[src/rtl/layer_activation_buffer.sv]
`default_nettype none
// +----------------------------------------------------------------------------+
// | Module      : layer_activation_buffer                                      |
// | Description : Ping-pong activation bank between neural-network layers.     |
// |               Neuron results are captured into the write bank. On a layer  |
// |               advance the banks swap, so that layer's results are replayed |
// |               one per shift to the MAC as the next layer's inputs.         |
// | Options     : LAYER_BUF_RELU_EN - clamp negative results to 0 on write.    |
// | Revision    : 1.0  initial release                                         |
// +----------------------------------------------------------------------------+
module layer_activation_buffer #(
  parameter int DATA_W = 16,
  parameter int DEPTH  = 32,
  parameter int AW     = 5
) (
  input  logic              clk,
  input  logic              rst_n,
  input  logic              start,
  input  logic [DATA_W-1:0] ext_data,
  input  logic              output_sel,
  input  logic              output_wr_en,
  input  logic [DATA_W-1:0] wr_data,
  input  logic              output_shft_en,
  input  logic              layer_adv,
  output logic [DATA_W-1:0] act_out,
  output logic              act_valid,
  output logic [AW:0]       rd_len,
  output logic [AW:0]       wr_cnt,
  output logic              ovf,
  output logic              udf
);

  localparam logic [AW:0] DEPTH_CNT = (AW+1)'(DEPTH);

  // Both banks share one array; the bank select is the address MSB.
  logic [DATA_W-1:0] mem [0:2*DEPTH-1];

  logic              wr_bank;
  logic [AW-1:0]     rd_ptr;
  logic              write_ok;
  logic [AW:0]       write_inc;
  logic [AW:0]       rd_last;
  logic [AW:0]       wr_addr;
  logic [AW:0]       rd_addr;
  logic [DATA_W-1:0] store_data;
  logic [DATA_W-1:0] rd_word;

  // Write is accepted only while the write bank has room; start blocks it.
  assign write_ok  = output_wr_en && (wr_cnt < DEPTH_CNT) && !start;
  assign write_inc = {{AW{1'b0}}, write_ok};
  assign rd_last   = rd_len - {{AW{1'b0}}, 1'b1};
  assign wr_addr   = {wr_bank, wr_cnt[AW-1:0]};
  assign rd_addr   = {~wr_bank, rd_ptr};
  assign rd_word   = mem[rd_addr];

`ifdef LAYER_BUF_RELU_EN
  assign store_data = wr_data[DATA_W-1] ? '0 : wr_data;
`else
  assign store_data = wr_data;
`endif

  // Bank RAM write port; contents are deliberately not reset.
  always_ff @(posedge clk) begin
    if (write_ok) begin
      mem[wr_addr] <= store_data;
    end
  end

  // Pointers, counters, flags and the registered activation output.
  always_ff @(posedge clk or negedge rst_n) begin
    if (!rst_n) begin
      act_out   <= '0;
      act_valid <= 1'b0;
      rd_len    <= '0;
      wr_cnt    <= '0;
      ovf       <= 1'b0;
      udf       <= 1'b0;
      wr_bank   <= 1'b0;
      rd_ptr    <= '0;
    end else if (start) begin
      act_out   <= '0;
      act_valid <= 1'b0;
      rd_len    <= '0;
      wr_cnt    <= '0;
      ovf       <= 1'b0;
      udf       <= 1'b0;
      wr_bank   <= 1'b0;
      rd_ptr    <= '0;
    end else begin
      act_out   <= output_sel ? rd_word : ext_data;
      act_valid <= ~output_sel | (rd_len != '0);

      if (output_wr_en && (wr_cnt == DEPTH_CNT)) begin
        ovf <= 1'b1;
      end

      if (layer_adv) begin
        // A same-cycle write lands in the old bank and is counted before the swap;
        // any same-cycle shift is dropped so the new layer starts at entry 0.
        wr_bank <= ~wr_bank;
        rd_len  <= wr_cnt + write_inc;
        wr_cnt  <= '0;
        rd_ptr  <= '0;
      end else begin
        wr_cnt <= wr_cnt + write_inc;
        if (output_shft_en) begin
          if (rd_len == '0) begin
            udf    <= 1'b1;
            rd_ptr <= '0;
          end else if ({1'b0, rd_ptr} == rd_last) begin
            // Wrap so every neuron of the next layer sees the full input vector.
            rd_ptr <= '0;
          end else begin
            rd_ptr <= rd_ptr + 1'b1;
          end
        end
      end
    end
  end

endmodule
`default_nettype wire
[config.mk]
export PLATFORM = sky130hd
export DESIGN_NAME = layer_activation_buffer
export DESIGN_NICKNAME = d
export VERILOG_FILES = /design/src/rtl/layer_activation_buffer.sv
export SDC_FILE = /design/constraint.sdc
export NUM_CORES = 1
export LEC_CHECK = 0
export CORE_MARGIN = 4
export CORE_UTILIZATION = 55
export CTS_CLUSTER_SIZE = 28
export DETAILED_ROUTE_END_ITERATION = 10
export PLACE_DENSITY = 0.77
export SYNTH_ARGS = -nofsm -noshare
export SYNTH_HDL_FRONTEND = slang
export SYNTH_SLANG_ARGS = --single-unit
export TNS_END_PERCENT = 30
[constraint.sdc]
create_clock -name clk -period 3.3 [get_ports clk]
set_clock_uncertainty 0.2 [all_clocks]
set_input_delay 0.66 -clock clk [delete_from_list [all_inputs] [get_ports clk]]
set_output_delay 0.66 -clock clk [all_outputs]
set_load 0.05 [all_outputs]
==> results.txt <==
outcome: completed
Syn Nets: 2058
yosys warns: 0
Die ar.: 79500 um2
commonest non-fill, non-tap cells in the layout: 1024 x edfxtp_1, 192 x mux4_2, 117 x mux2i_1
largest family of logic cells by synthesized area: multiplexers
period utilisation layout: 0.966
fillers: 4708
vias in the first global route: 21.3k
crit start category: flip-flop
Post-CTS Resized: 0
grt ovf: 0
CP Data Arrival Time: 3.45 ns
clk root buf: clkbuf_16
RSZ-0062 raised after global routing: false
Tot GR Track Use: 0.259
worst vdd ir: 0.000413 V
crit end category: flip-flop
core box area: 74400 um2
routed wire length: 102000 um
Max Root-Sink Buffers: 3
ranking of synthesized cells by area: edfxtp_1 74%, mux4_2 10%, mux2i_1 2.8%, dfrtp_1 2.2%, a22oi_1 1.5%
clock transition at the registers of the reported paths: 0.07 ns
hold-fix buffers at CTS: 1
GP Congestion: 0.916
CTS tree: yes
Cell Area, Synth: 41300 um2
number of CTS-inserted buffers: 99
Slew @ Worst Pin: 0.999 ns
Non-Filler Cell Area, Final: 47500 um2
post-synth top area cell: edfxtp_1
Syn Inst Count: 2014
Max Clk Rate: 314 MHz
via count: 21.4k
CP max stage delay: 0.65 ns
synth unique cells: 51
Setup-failing EPs final: 0
register area: 31700 um2
Slew headroom: 0.334
delay-heaviest family, CP: compound AO/OA/AOI/OAI gates
Setup CP Type: flip-flop to flip-flop
Cell Pwr Density: 582 nW/um2
XOR/XNOR share of the synthesized area: 0.00255
Area Overhead vs Synth: 15.1%
Yosys reg bits: 1061
Rows: 100
H-tree Lvls: 3
simple-gate share of the synthesized area: 0.0279
I/O Pins: 70
Iteration-0 DRC Markers: 3267
Tightest Hold Check Type: input port to flip-flop
Synth Flop Type: edfxtp_1
ANT nets after route: 0
crit path max-delay cell type: a31oi_1
most frequent CP cell: buf_12
Pleak: 0.0147 uW
antenna violations before repair: 1
fraction of registers with async set/reset: 0.0349
post-place instance area: 44200 um2
worst-path maximum fanout: 45
DPL Wire Length: 62000 um
Initial Util: 0.554
post-DR wirelength/cell: 31.2 um
Post-CTS Setup Inserts: 0
commonest non-fill, non-tap cell in the layout: edfxtp_1
Synth Area in Compound Gates: 0.0411
setup TNS: 0 ns
CP required: 3.56 ns
DIE WIDTH: 282 um
DRT Pass-1 Iters: 5
cell chain of the critical path: buf_12 -> buf_12 -> buf_4 -> mux2i_1 -> o221ai_1 -> a31oi_1 -> a311oi_1
maximum capacitance violations: 0
Hold Fails Final Rpt: 0
CTS sink cnt: 1061
min cycle time layout: 3.19 ns
I/O Buffers: 69
Critical path buffers and inverters: 3
mux contribution to synthesized area: 0.142
Synth top area share: 0.745
largest net degree at the start of global routing: 65
via density per instance: 6.56
Post-Synth Adder-Cell Area: 0.00152
first-pass GRT wire length: 148000 um
share of layout cells above drive strength 1: 0.249
Die Y-Extent: 282 um
DR DRC count: 0
final net count: 2266
sequential area share after synthesis: 0.767
area of the multi-input gates: 8880 um2
Worst-Skew Late Latency: 0.65 ns
Slew Viols, Final: 0
EDFF count, synth: 1024
Post-Syn Area per Cell: 20.5 um2
## cell usage after synthesis (all sizes together) (3+ instances only)
| cell type | number |
|---|---|
| nand2 | 94 |
| mux2 | 30 |
| ha | 5 |
| xor2 | 6 |
| inv | 6 |
| a311oi | 16 |
| a221oi | 15 |
| buf | 69 |
| mux2i | 117 |
| or3 | 3 |
| nor2b | 10 |
| clkbuf | 51 |
| o211ai | 18 |
| a211oi | 6 |
| o22ai | 16 |
| nor2 | 104 |
| a31oi | 15 |
| nand3 | 8 |
| xnor2 | 6 |
| dfrtp | 37 |
| nor3b | 17 |
| nand2b | 4 |
| o21ai | 7 |
| or2 | 3 |
| edfxtp | 1024 |
| a22oi | 81 |
| mux4 | 192 |
| and2 | 7 |
| o221ai | 32 |
## where the power goes
group / total (uW) / switching, uW / internal, uW / leakage [uW]
sequential: 14800 / 35.6 / 14800 / 0.00969
clock: 11500 / 4850 / 6610 / 0.00160
combinational: 1330 / 871 / 459 / 0.00343
total: 27600 / 5760 / 21900 / 0.0147
## registers in the layout, indices dropped and copies added (netlist names)
signal     cells
rd_len         6
act_out       16
udf            1
wr_cnt         6
rd_ptr         5
wr_bank        1
act_valid      1
mem         1024
ovf            1
## path summary, 6_finish.rpt
kind | slack (ns) | startpoint | cells after the start | to
max | 0.11 | rd_ptr[0] | 7 | act_out[10]
min | 0.32 | wr_data[12] | 1 | mem[33][12]
max reg2reg | 0.11 | rd_ptr[0] | 7 | act_out[10]
min reg2reg | 0.32 | ovf | 2 | ovf
max in group asynchronous | 1.78 | rst_n | 2 | rd_ptr[2]
min in group asynchronous | 0.47 | rst_n | 2 | rd_len[2]
## area by class of cell
type | count | area share
Antenna cell | 2 | 0.000105
Clock buffer | 121 | 0.0570
Clock inverter | 55 | 0.0121
Inverter | 6 | 0.000474
Multi-Input combinational cell | 827 | 0.187
Sequential cell | 1061 | 0.667
Tap cell | 969 | 0.0255
Timing Repair Buffer | 227 | 0.0512
## kinds of logic after synthesis
kind of cell	count (synthesis)
flip-flops	1061
multiplexers	339
AND/OR/NAND/NOR	259
AO/OA/AOI/OAI	212
buffers and inverters	126
XOR/XNOR	12
adder cells (fa/ha/maj)	5
## layer usage
| layer | global-route usage | part of all wire |
|---|---|---|
| met1 | 0.382 | 0.38 |
| met2 | 0.395 | 0.46 |
| met3 | 0.0489 | 0.12 |
| met4 | 0.0967 | 0.039 |
| met5 | 0 | 0 |
## metrics by stage
step                      total power (uW)  setup WS [ns]  cells   util  hold WS, ns
after floorplan                      15800          0.454   2014      -        0.164
after global placement               16400          0.136   3089  0.594        0.291
after detailed placement             16400          0.221   3089  0.594        0.316
after CTS                            27700          0.205   3266  0.638        0.287
after global routing                 28400          0.121   3266  0.638        0.322
final                                27600          0.111   3268  0.638        0.315
## worst reg2reg max path: stages, from the launching register on
cell and delay, ns:
dfrtp_4 0.50, buf_12 0.17, buf_12 0.26, buf_4 0.37, mux2i_1 0.33, o221ai_1 0.22
a31oi_1 0.65, a311oi_1 0.28
Note: power is estimated with default switching activity, not from simulation.
